===== config.mk =====
export PLATFORM = sky130hd
export DESIGN_NAME = keypad_scan_ctrl_flat
export DESIGN_NICKNAME = d
export VERILOG_FILES = /design/src/rtl/keypad_scan_ctrl_pkg.sv /design/src/rtl/keypad_scan_ctrl_if.sv /design/src/rtl/keypad_scan_ctrl_fifo.sv /design/src/rtl/keypad_scan_ctrl.sv /design/src/flat_wrapper.sv
export SDC_FILE = /design/constraint.sdc
export NUM_CORES = 1
export LEC_CHECK = 0
export ABC_AREA = 1
export BUFFER_PORTS_ARGS = -buffer_cell sky130_fd_sc_hd__buf_2
export CAP_MARGIN = 10
export CORE_MARGIN = 2
export CORE_UTILIZATION = 35
export CTS_CLUSTER_DIAMETER = 100
export DETAILED_ROUTE_END_ITERATION = 6
export GPL_TIMING_DRIVEN = 0
export MAX_ROUTING_LAYER = met4
export PLACE_DENSITY_LB_ADDON = 0.12
export SLEW_MARGIN = 20
export SYNTH_ARGS = -nofsm -noshare
export SYNTH_HDL_FRONTEND = slang
export SYNTH_SLANG_ARGS = --single-unit
export TNS_END_PERCENT = 5

===== constraint.sdc =====
create_clock -name clock -period 5.1 [get_ports clock]
set_input_delay 0.51 -clock clock [delete_from_list [all_inputs] [get_ports clock]]
set_output_delay 0.51 -clock clock [all_outputs]
set_load 0.02 [all_outputs]

===== src/rtl/keypad_scan_ctrl_pkg.sv =====
// Shared types and constants for the keypad scan controller.
package keypad_pkg;

  typedef enum logic [2:0] {
    StIdle,
    StDeb,
    StRow,
    StSamp,
    StPush,
    StRel
  } state_e;

  localparam logic [2:0] ADDR_KEY  = 3'b000;
  localparam logic [2:0] ADDR_STAT = 3'b010;
  localparam logic [2:0] ADDR_CTRL = 3'b100;

  localparam int unsigned CTRL_SCAN_EN = 0;
  localparam int unsigned CTRL_IRQ_EN  = 1;
  localparam int unsigned CTRL_CLEAR   = 2;

  // Hex legend printed on the keypad, indexed by strobed row and low column.
  function automatic logic [3:0] keycode_lut(input logic [1:0] r, input logic [1:0] c);
    logic [3:0] kc;
    case ({r, c})
      4'b00_00: kc = 4'h1;
      4'b00_01: kc = 4'h4;
      4'b00_10: kc = 4'h7;
      4'b00_11: kc = 4'hE;
      4'b01_00: kc = 4'h2;
      4'b01_01: kc = 4'h5;
      4'b01_10: kc = 4'h8;
      4'b01_11: kc = 4'h0;
      4'b10_00: kc = 4'h3;
      4'b10_01: kc = 4'h6;
      4'b10_10: kc = 4'h9;
      4'b10_11: kc = 4'hF;
      4'b11_00: kc = 4'hA;
      4'b11_01: kc = 4'hB;
      4'b11_10: kc = 4'hC;
      default:  kc = 4'hD;
    endcase
    return kc;
  endfunction

  // Index of the lowest active-low column; only meaningful when some column is low.
  function automatic logic [1:0] first_low(input logic [3:0] col);
    if (!col[0])      return 2'd0;
    else if (!col[1]) return 2'd1;
    else if (!col[2]) return 2'd2;
    else              return 2'd3;
  endfunction

endpackage


===== src/rtl/keypad_scan_ctrl_if.sv =====
// I/O bus window of the keypad controller plus its interrupt line.
interface keypad_scan_ctrl_if;
  logic        read_enable;
  logic        write_enable;
  logic [2:0]  address;
  logic [15:0] write_data;
  logic [15:0] read_data_output;
  logic        interrupt;

  modport master (
    output read_enable, write_enable, address, write_data,
    input  read_data_output, interrupt
  );

  modport slave (
    input  read_enable, write_enable, address, write_data,
    output read_data_output, interrupt
  );
endinterface


===== src/rtl/keypad_scan_ctrl_fifo.sv =====
// Keycode queue with sticky overflow; clear beats push, push+pop always legal.
module key_fifo #(
  parameter int unsigned WIDTH = 4,
  parameter int unsigned DEPTH = 4
) (
  input  logic                     clock,
  input  logic                     reset,
  input  logic                     push,
  input  logic [WIDTH-1:0]         push_data,
  input  logic                     pop,
  input  logic                     clear,
  output logic [WIDTH-1:0]         head,
  output logic                     full,
  output logic                     empty,
  output logic [$clog2(DEPTH):0]   count,
  output logic                     overflow
);
  localparam int unsigned AW = $clog2(DEPTH);

  logic [WIDTH-1:0] mem [DEPTH];
  logic [AW-1:0]    wr_ptr, rd_ptr;
  logic [AW:0]      cnt;
  logic             ovf;
  logic             do_push, do_pop;

  assign empty    = (cnt == '0);
  assign full     = (cnt == (AW+1)'(DEPTH));
  assign count    = cnt;
  assign overflow = ovf;
  assign head     = mem[rd_ptr];

  // A pop frees the slot this cycle, so a push into a full queue still fits.
  assign do_pop  = pop & ~empty & ~clear;
  assign do_push = push & ~clear & (~full | do_pop);

  // Pointer, occupancy and overflow bookkeeping.
  always_ff @(posedge clock) begin
    if (!reset) begin
      wr_ptr <= '0;
      rd_ptr <= '0;
      cnt    <= '0;
      ovf    <= 1'b0;
    end else if (clear) begin
      wr_ptr <= '0;
      rd_ptr <= '0;
      cnt    <= '0;
      ovf    <= 1'b0;
    end else begin
      if (do_push) wr_ptr <= wr_ptr + 1'b1;
      if (do_pop)  rd_ptr <= rd_ptr + 1'b1;
      case ({do_push, do_pop})
        2'b10:   cnt <= cnt + 1'b1;
        2'b01:   cnt <= cnt - 1'b1;
        default: cnt <= cnt;
      endcase
      if (push && !do_push) ovf <= 1'b1;
    end
  end

  // Storage write; contents need no reset.
  always_ff @(posedge clock) begin
    if (do_push) mem[wr_ptr] <= push_data;
  end

endmodule


===== src/rtl/keypad_scan_ctrl.sv =====
// 4x4 keypad sequencer: debounce, row scan, keycode queue and bus registers.
module keypad_scan_ctrl
  import keypad_pkg::*;
#(
  parameter int unsigned DEBOUNCE_CYCLES = 1000,
  parameter int unsigned FIFO_DEPTH      = 4
) (
  input  logic              clock,
  input  logic              reset,
  input  logic [3:0]        column,
  output logic [3:0]        row,
  keypad_scan_ctrl_if.slave bus
);
  localparam int unsigned       CNT_W    = $clog2(DEBOUNCE_CYCLES + 1);
  localparam logic [CNT_W-1:0]  CNT_LAST = CNT_W'(DEBOUNCE_CYCLES - 1);
  localparam logic [CNT_W-1:0]  CNT_MAX  = '1;

  state_e                      state_q, state_d;
  logic [CNT_W-1:0]            cnt_q, cnt_d;
  logic [1:0]                  r_q, r_d;
  logic [3:0]                  code_q, code_d;
  logic                        scan_en_q, irq_en_q;
  logic                        key_low, fifo_push, fifo_pop, fifo_clear, wr_ctrl;
  logic [3:0]                  fifo_head;
  logic                        fifo_full, fifo_empty, fifo_ovf;
  logic [$clog2(FIFO_DEPTH):0] fifo_count;
  logic [15:0]                 count_ext;
  logic [CNT_W-1:0]            cnt_inc;

  assign key_low = (column != 4'b1111);
  assign cnt_inc = (cnt_q == CNT_MAX) ? cnt_q : cnt_q + 1'b1;

  // FSM, debounce counter and scan-row state registers.
  always_ff @(posedge clock) begin
    if (!reset) begin
      state_q <= StIdle;
      cnt_q   <= '0;
      r_q     <= 2'd0;
      code_q  <= 4'h0;
    end else begin
      state_q <= state_d;
      cnt_q   <= cnt_d;
      r_q     <= r_d;
      code_q  <= code_d;
    end
  end

  // Next-state: debounce press, walk rows, push once, debounce release.
  always_comb begin
    state_d   = state_q;
    cnt_d     = cnt_q;
    r_d       = r_q;
    code_d    = code_q;
    fifo_push = 1'b0;
    if (!scan_en_q && state_q != StIdle) begin
      state_d = StIdle;
      cnt_d   = '0;
    end else begin
      unique case (state_q)
        StIdle: begin
          cnt_d = '0;
          if (scan_en_q && key_low) state_d = StDeb;
        end
        StDeb: begin
          if (!key_low) begin
            state_d = StIdle;
            cnt_d   = '0;
          end else if (cnt_q == CNT_LAST) begin
            state_d = StRow;
            cnt_d   = '0;
            r_d     = 2'd0;
          end else begin
            cnt_d = cnt_inc;
          end
        end
        StRow: state_d = StSamp;
        StSamp: begin
          if (key_low) begin
            code_d  = keycode_lut(r_q, first_low(column));
            state_d = StPush;
          end else if (r_q == 2'd3) begin
            state_d = StIdle;
          end else begin
            r_d     = r_q + 2'd1;
            state_d = StRow;
          end
        end
        StPush: begin
          fifo_push = 1'b1;
          cnt_d     = '0;
          state_d   = StRel;
        end
        StRel: begin
          if (key_low) begin
            cnt_d = '0;
          end else if (cnt_q == CNT_LAST) begin
            cnt_d   = '0;
            state_d = StIdle;
          end else begin
            cnt_d = cnt_inc;
          end
        end
        default: state_d = StIdle;
      endcase
    end
  end

  // Row strobe is held from the settle cycle until the push completes.
  always_comb begin
    row = 4'b0000;
    if (state_q == StRow || state_q == StSamp || state_q == StPush) row = ~(4'b0001 << r_q);
  end

  assign wr_ctrl    = bus.write_enable && (bus.address == ADDR_CTRL);
  assign fifo_clear = wr_ctrl && bus.write_data[CTRL_CLEAR];
  assign fifo_pop   = bus.read_enable && (bus.address == ADDR_KEY);

  // CTRL enables; the clear bit is a strobe and is never stored.
  always_ff @(posedge clock) begin
    if (!reset) begin
      scan_en_q <= 1'b1;
      irq_en_q  <= 1'b1;
    end else if (wr_ctrl) begin
      scan_en_q <= bus.write_data[CTRL_SCAN_EN];
      irq_en_q  <= bus.write_data[CTRL_IRQ_EN];
    end
  end

  key_fifo #(
    .WIDTH (4),
    .DEPTH (FIFO_DEPTH)
  ) u_fifo (
    .clock     (clock),
    .reset     (reset),
    .push      (fifo_push),
    .push_data (code_q),
    .pop       (fifo_pop),
    .clear     (fifo_clear),
    .head      (fifo_head),
    .full      (fifo_full),
    .empty     (fifo_empty),
    .count     (fifo_count),
    .overflow  (fifo_ovf)
  );

  assign count_ext = 16'(fifo_count);

  // Combinational read mux; idle bus reads as zero.
  always_comb begin
    bus.read_data_output = 16'h0000;
    if (bus.read_enable) begin
      case (bus.address)
        ADDR_KEY:  if (!fifo_empty) bus.read_data_output = {12'b0, fifo_head};
        ADDR_STAT: bus.read_data_output = {11'b0, count_ext[2:0], fifo_ovf, ~fifo_empty};
        ADDR_CTRL: bus.read_data_output = {14'b0, irq_en_q, scan_en_q};
        default:   bus.read_data_output = 16'h0000;
      endcase
    end
  end

  assign bus.interrupt = irq_en_q & ~fifo_empty;

endmodule


===== src/flat_wrapper.sv =====
// flat-port wrapper written by rule: the top's interface ports become plain ports
module keypad_scan_ctrl_flat import keypad_pkg::*;
#(
  parameter int unsigned DEBOUNCE_CYCLES = 1000,
  parameter int unsigned FIFO_DEPTH      = 4
)
  (clock, reset, column, row, bus_read_enable, bus_write_enable, bus_address, bus_write_data, bus_read_data_output, bus_interrupt);
  keypad_scan_ctrl_if bus_i ();
  input  logic clock;
  input  logic reset;
  input  logic [3:0] column;
  output logic [3:0] row;
  input wire logic [$bits(bus_i.read_enable)-1:0] bus_read_enable;
  input wire logic [$bits(bus_i.write_enable)-1:0] bus_write_enable;
  input wire logic [$bits(bus_i.address)-1:0] bus_address;
  input wire logic [$bits(bus_i.write_data)-1:0] bus_write_data;
  output wire logic [$bits(bus_i.read_data_output)-1:0] bus_read_data_output;
  output wire logic [$bits(bus_i.interrupt)-1:0] bus_interrupt;
  assign bus_i.read_enable = bus_read_enable;
  assign bus_i.write_enable = bus_write_enable;
  assign bus_i.address = bus_address;
  assign bus_i.write_data = bus_write_data;
  assign bus_read_data_output = bus_i.read_data_output;
  assign bus_interrupt = bus_i.interrupt;
  keypad_scan_ctrl #(.DEBOUNCE_CYCLES(DEBOUNCE_CYCLES), .FIFO_DEPTH(FIFO_DEPTH)) u_core (.clock(clock), .reset(reset), .column(column), .row(row), .bus(bus_i));
endmodule

After elaboration in Yosys (flattened, before gate mapping)
Memory sizes are Yosys's and may differ from the RTL's. A register that Yosys moved wholly into a read port is not among the register bits.
Index checks and enable logic that the tools add are counted.
{"block": "word_totals", "input_bits": 27, "reg_bits": 25, "ram_bits": 16, "output_inout_bits": 21, "n_memories": 2, "romBits": 64}
{"memory": "(no name shown)", "depth": 16, "width": 4, "rd": 1, "rd_ports_with_merged_regs": 1, "wr": 0, "line": "keypad_scan_ctrl_pkg.sv:24", "rtl": "case ({r, c})"}
{"memory": "u_core.u_fifo.mem", "depth": 4, "width": 4, "rd": 1, "rd_ports_with_merged_regs": 1, "wr": 1, "line": "keypad_scan_ctrl_fifo.sv:20", "rtl": "logic [WIDTH-1:0] mem [DEPTH];"}
{"block": "classes", "bitwise_logic": 12, "addsub": 6, "eq_ne": 22, "n_reduce_logical": 24, "n_shift": 1, "mux": 35}
{"cell": "10-bit 2-to-1 mux", "n": 4}
{"cell": "10-bit one-hot mux with 3 select lines", "n": 1}
{"cell": "2-bit 2-to-1 mux", "n": 12}
{"cell": "10-bit == test (second input constant)", "n": 2}
{"cell": "3-bit 2-to-1 mux", "n": 6}
{"cell": "3-bit one-hot mux with 6 select lines", "n": 1}
{"cell": "16-bit 2-to-1 mux", "n": 1}
{"cell": "5-bit one-hot mux with 3 select lines", "n": 1}
{"cell": "3-bit == test (second input constant)", "n": 4}
{"cell": "10-bit by 1-bit adder with 10-bit output (second input constant)", "n": 1}
{"cell": "3-bit by 2-bit == test with 1-bit output (second input constant)", "n": 3}
{"cell": "3-bit logical NOT", "n": 3}
{"cell": "4-bit 2-to-1 mux", "n": 2}
{"cell": "2-bit by 1-bit != test with 1-bit output (second input constant)", "n": 4}
{"cell": "2-bit by 1-bit adder with 2-bit output (second input constant)", "n": 3}
{"cell": "1-bit logical AND", "n": 6}
{"cell": "2-bit != test (second input constant)", "n": 3}
{"cell": "3-bit one-hot mux with 2 select lines", "n": 1}
{"cell": "6-bit AND reduction", "n": 1}
{"cell": "3-bit nonzero test", "n": 2}
{"cell": "2-bit OR reduction", "n": 3}
{"cell": "1-bit bitwise AND", "n": 5}
{"cell": "1-bit 2-to-1 mux", "n": 5}
{"cell": "1-bit NOT", "n": 5}
{"cell": "other kinds (16)", "n": 21}

Longest topological paths before layout
{"block": "logic_depth", "ltp_word": 9, "ltp_mapped": 12, "depth_no_buf": 12}

Cells and area by module
From an unflattened synthesis, not the netlist that was laid out.
{"block": "unflattened", "cells_unflattened": 373, "area_unflattened_um2": 2787.7}
{"module": "keypad_scan_ctrl", "cells_per_inst": 262, "area_per_inst_um2": 1627.8, "seq_area_each_um2": 420.4, "n_inst": 1}
{"module": "key_fifo", "cells_per_inst": 111, "area_per_inst_um2": 1159.9, "seq_area_each_um2": 680.7, "n_inst": 1}

Least setup slack after synthesis
Ideal clock, no wire load.
{"block": "synth_path", "path_type": "in2reg", "startpoint": "in bus_address[1]", "endpoint": "reg u_core.u_fifo.cnt[2], in the netlist u_core.u_fifo.count[2]", "slack_ns": 3.214, "required_ns": 4.985, "path_stages": 11, "arrival_ns": 1.771, "path_cell_list": "inv_1 -> nand2_1 -> nor2_1 -> nand3_2 -> inv_1 -> nand2_1 -> fa_1 -> inv_1 -> nand4_1 -> a21oi_1 -> nor2_1"}
{"block": "synth_via", "elab_chain_cells": 9}
{"item": "from (decl)", "line": "flat_wrapper.sv:15", "rtl": "input wire logic [$bits(bus_i.address)-1:0] bus_address;"}
{"item": "3-bit == test", "line": "keypad_scan_ctrl.sv:114", "rtl": "assign wr_ctrl = bus.write_enable && (bus.address == ADDR_CTRL);"}
{"item": "1-bit logical AND", "line": "keypad_scan_ctrl.sv:114"}
{"item": "1-bit logical AND", "line": "keypad_scan_ctrl.sv:115", "rtl": "assign fifo_clear = wr_ctrl && bus.write_data[CTRL_CLEAR];"}
{"item": "1-bit NOT", "line": "keypad_scan_ctrl_fifo.sv:33, keypad_scan_ctrl_fifo.sv:34"}
{"item": "1-bit bitwise AND", "line": "keypad_scan_ctrl_fifo.sv:33", "rtl": "assign do_pop = pop & ~empty & ~clear;"}
{"item": "1-bit OR", "line": "keypad_scan_ctrl_fifo.sv:34", "rtl": "assign do_push = push & ~clear & (~full | do_pop);"}
{"item": "1-bit bitwise AND", "line": "keypad_scan_ctrl_fifo.sv:34"}
{"item": "2-bit by 1-bit == test with 1-bit output or 2-bit == test (tied branches)", "line": "keypad_scan_ctrl_fifo.sv:51", "rtl": "case ({do_push, do_pop})"}
{"item": "3-bit one-hot mux with 2 select lines or 2-bit nonzero test (tied branches)"}
{"item": "to (signal assigned)", "line": "keypad_scan_ctrl_fifo.sv:52", "rtl": "2'b10: cnt <= cnt + 1'b1;"}
{"item": "to (signal assigned)", "line": "keypad_scan_ctrl_fifo.sv:53", "rtl": "2'b01: cnt <= cnt - 1'b1;"}
{"item": "to (signal assigned)", "line": "keypad_scan_ctrl_fifo.sv:54", "rtl": "default: cnt <= cnt;"}
{"item": "to (decl)", "line": "keypad_scan_ctrl_fifo.sv:22", "rtl": "logic [AW:0] cnt;"}
Several ways; a longest one is shown, not always the timed one.
A chain may end at the register's enable or synchronous reset.

Worst setup path after layout
{"block": "layout_path", "startpoint": "reg u_core.state_q[2]", "endpoint": "out row[1]"}
{"block": "layout_via", "elab_chain_cells": 4}
{"item": "from (decl)", "line": "keypad_scan_ctrl.sv:18", "rtl": "state_e state_q, state_d;"}
{"item": "from (signal assigned)", "line": "keypad_scan_ctrl.sv:36", "rtl": "state_q <= StIdle;"}
{"item": "from (signal assigned)", "line": "keypad_scan_ctrl.sv:41", "rtl": "state_q <= state_d;"}
{"item": "3-bit by 2-bit == test with 1-bit output", "line": "keypad_scan_ctrl.sv:111", "rtl": "if (state_q == StRow || state_q == StSamp || state_q == StPush) row = ~(4'b0001 << r_q);"}
{"item": "1-bit logical OR", "line": "keypad_scan_ctrl.sv:111"}
{"item": "1-bit logical OR *", "line": "keypad_scan_ctrl.sv:111"}
{"item": "4-bit 2-to-1 mux *", "line": "keypad_scan_ctrl.sv:111"}
{"item": "to (decl)", "line": "flat_wrapper.sv:12", "rtl": "output logic [3:0] row;"}
Mark *: on every way between the ends. The rest lies on a longest branch, timed or not.

==> impl_metrics.py <==
metrics = {
    "synth": {
        "ys_ff_latch": 47,
        "ys.flop_type": "dfxtp_1",
        "syn_area_per_cell_sq_um": 7.69,
        "async_flop_share": 0,
        "synth.distinct_cells": 36,
        "syn_area_sq_mm": 0.00268,
        "synth-edff-count": 16,
        "ys_seq_area_frac": 0.411,
        "syn_inst": 348,
        "yosysWarnings": 0,
    },
    "clock_network": {
        "clk_latency_ns": 0.30,
        "numClockSinks": 47,
        "hold_buffers": 0,
        "clkSlewWorstSetupHoldPaths_ns": 0.09,
        "numCtsBuffers": 5,
        "cts_setup_buffers": 0,
        "cts_buffer_depth": 2,
        "cts_tree": "built",
        "ctsResizeCount": 0,
        "htree_levels": 2,
        "cts_root_buf": "clkbuf_8",
    },
    "detailed_routing": {
        "first_pass_iters": 4,
        "wl_microns": 5090,
        "drt_iter0_markers": 69,
        "postRouteAntennaNets": 0,
        "vias_per_cell": 4.47,
        "wl_per_cell_microns": 10.4,
        "vias": 2182,
        "drc": 0,
    },
    "critical_path": {
        "arrival_ns": 1.69,
        "critical_path.startpoint_type": "flop",
        "crit_path_cell_trace": "inv_1, nand2_1, a21boi_0, nor2_1, buf_2",
        "required_ns": 4.59,
        "endpoint_kind": "output port",
        "worstReg2RegStart": "u_core.u_fifo.count[1]",
        "slowest_stage": "dfxtp_1",
        "startpoint": "u_core.state_q[2]",
        "r2r_slack_ns": 3.23,
        "rr_endpoint": "u_core.u_fifo.count[2]",
        "crit_type": "flop to output port",
        "critPathMaxFanout": 7,
        "worstSetupEndpoint": "row[1]",
        "critPathMaxStageDelay_ns": 0.49,
        "r2r_cells": 10,
    },
    "layout": {
        "drive_gt1_frac": 0.170,
        "final_nets": 425,
        "final_area_sq_mm": 0.00307,
        "antenna_cells": 0,
        "fill_cells": 763,
        "syn_to_final_growth_pct": 14.6,
    },
    "pwr": {
        "fin_total_pwr_mw": 0.825,
        "peakVddDrop_mv": 0.195,
        "power_density_mw_per_mm2": 269,
        "leakage_nw": 1.35,
    },
    "sta": {
        "worst_slack_ns": 2.90,
        "maxSlewViolCount": 0,
        "slew_headroom": 0.672,
        "setup_violations": 0,
        "skew_ns": 0.00871,
        "tns_ns": 0,
        "min_period_ns": 2.20,
        "hold-worst-slack_ns": 0.432,
        "hold_viol": 0,
        "rsz0062_at_grt": "no",
        "max_slew.worst_pin.slew_ns": 0.488,
        "period_share": 0.432,
        "fmax_mhz": 454,
    },
    "placed_design": {
        "dp_hpwl_microns": 4070,
        "dp_slack_ns": 2.90,
        "place_area_sq_mm": 0.00295,
        "port_buffers": 23,
        "place.gp.congestion": 0.799,
    },
    "global_route": {
        "grt_max_degree": 17,
        "grt_pass1_wl_microns": 9310,
        "antenna_found_initial": 0,
        "overflow": 0,
        "grt_pass1_vias": 2098,
        "gr-usage-all-layers": 0.139,
    },
    "floorplanning": {
        "fp.dieArea_sq_mm": 0.00836,
        "fp.dieW_microns": 91.4,
        "ios": 48,
        "die_h_microns": 91.4,
        "rows": 31,
        "coreArea_sq_mm": 0.00733,
        "start_util": 0.365,
    },
    "flow_run": {
        "maxCapViolCount": 0,
    },
    "min_path": {
        "holdCritPathClass": "input port to flop",
    },
    "run_status": {
        "status": "completed",
    },
}
==> final cells by class <==
| class | count | area (sq um) | area share |
|---|---|---|---|
| Buffer | 13 | 98.8 | 0.0322 |
| Clock buffer | 5 | 68.8 | 0.0224 |
| Clock inverter | 3 | 46.3 | 0.0151 |
| Inverter | 48 | 180 | 0.0587 |
| Multi-Input combinational cell | 250 | 1330 | 0.435 |
| Sequential cell | 47 | 1100 | 0.359 |
| Tap cell | 99 | 124 | 0.0404 |
| Timing Repair Buffer | 23 | 115 | 0.0375 |
==> flip-flops by register name (all words and copies together), names as in the netlist, named ones only <==
name                    cells
u_core.irq_en_q             1
u_core.state_q              3
u_core.u_fifo.count         3
u_core.r_q                  2
u_core.u_fifo.mem          16
u_core.u_fifo.wr_ptr        2
u_core.u_fifo.overflow      1
u_core.u_fifo.rd_ptr        2
u_core.cnt_q               10
u_core.code_q               4
u_core.scan_en_q            1
==> cells in the mapped netlist (4+ instances only) <==
library cell	count	area share
nand2_1	64	0.090
nor2_1	54	0.076
inv_1	43	0.060
dfxtp_1	31	0.23
nand3_1	21	0.039
a21oi_1	19	0.036
edfxtp_1	16	0.18
o21ai_0	15	0.028
buf_4	11	0.031
ha_1	9	0.042
nand4_1	7	0.016
o22ai_1	5	0.012
xor2_1	5	0.016
inv_2	4	0.0056
nand2_2	4	0.0093
nor2_2	4	0.0093
==> cell families after synthesis <==
kind of cell	synth area share
xor gates and xnor gates	0.0229
DFF	0.411
AOI/OAI and AO/OA	0.111
and+or+nand+nor	0.288
muxes	0.0112
other	0.00140
buffers and inverters	0.104
adders and majority gates	0.0496
==> layout by cell type, fill, tap and decap left out, drive strengths merged, types with 3 or more instances in the layout <==
master / synthesis / routed
nand3: 24 / 24
nor2: 60 / 60
nand4: 7 / 7
o22ai: 5 / 5
nand2: 68 / 68
buf: 13 / 36
a21oi: 19 / 19
ha: 9 / 9
edfxtp: 16 / 16
o211ai: 3 / 3
xor2: 5 / 5
nor3: 5 / 5
mux2i: 3 / 3
clkbuf: 0 / 5
a31oi: 3 / 3
conb: 1 / 11
o21ai: 20 / 20
dfxtp: 31 / 31
inv: 47 / 48
==> how the worst min path moves through the flow <==
stage,startpoint,to,depth (start not counted)
floorplan,u_core.u_fifo.overflow,u_core.u_fifo.overflow,2
CTS,bus_write_data[1],u_core.irq_en_q,3
finish,bus_write_data[1],u_core.irq_en_q,3
global route,bus_write_data[1],u_core.irq_en_q,3
detailed placement,u_core.u_fifo.overflow,u_core.u_fifo.overflow,2
global placement,u_core.u_fifo.overflow,u_core.u_fifo.overflow,2
==> stage by stage <==
step / std cells / utilization
after floorplan: 358 / -
after global placement: 480 / 0.403
after detailed placement: 480 / 0.403
after CTS: 488 / 0.419
after global routing: 488 / 0.419
final: 488 / 0.419
==> metal layers <==
layer  wire length (microns)  global-route usage  up-vias
met5                       0                   -        -
met4                      63              0.0379        0
met3                     169              0.0266        6
met2                    2250               0.219       38
met1                    2610               0.183      946
li1                        -                   -     1192
==> critical path: cells and delay by family, from the launching register on <==
| kind | cells | cell delay (ns) |
|---|---|---|
| AOI/OAI and AO/OA | 1 | 0.43 |
| buffers and inverters | 2 | 0.30 |
| DFF | 1 | 0.49 |
| and+or+nand+nor | 2 | 0.17 |
==> power breakdown <==
part | leakage [nW] | switching (mW) | internal, mW
Clock | 0.0548 | 0.129 | 0.148
Combinational | 0.896 | 0.0917 | 0.0478
Sequential | 0.399 | 0.0110 | 0.398
Total | 1.35 | 0.232 | 0.593
Power figures use the tool's default switching activity.
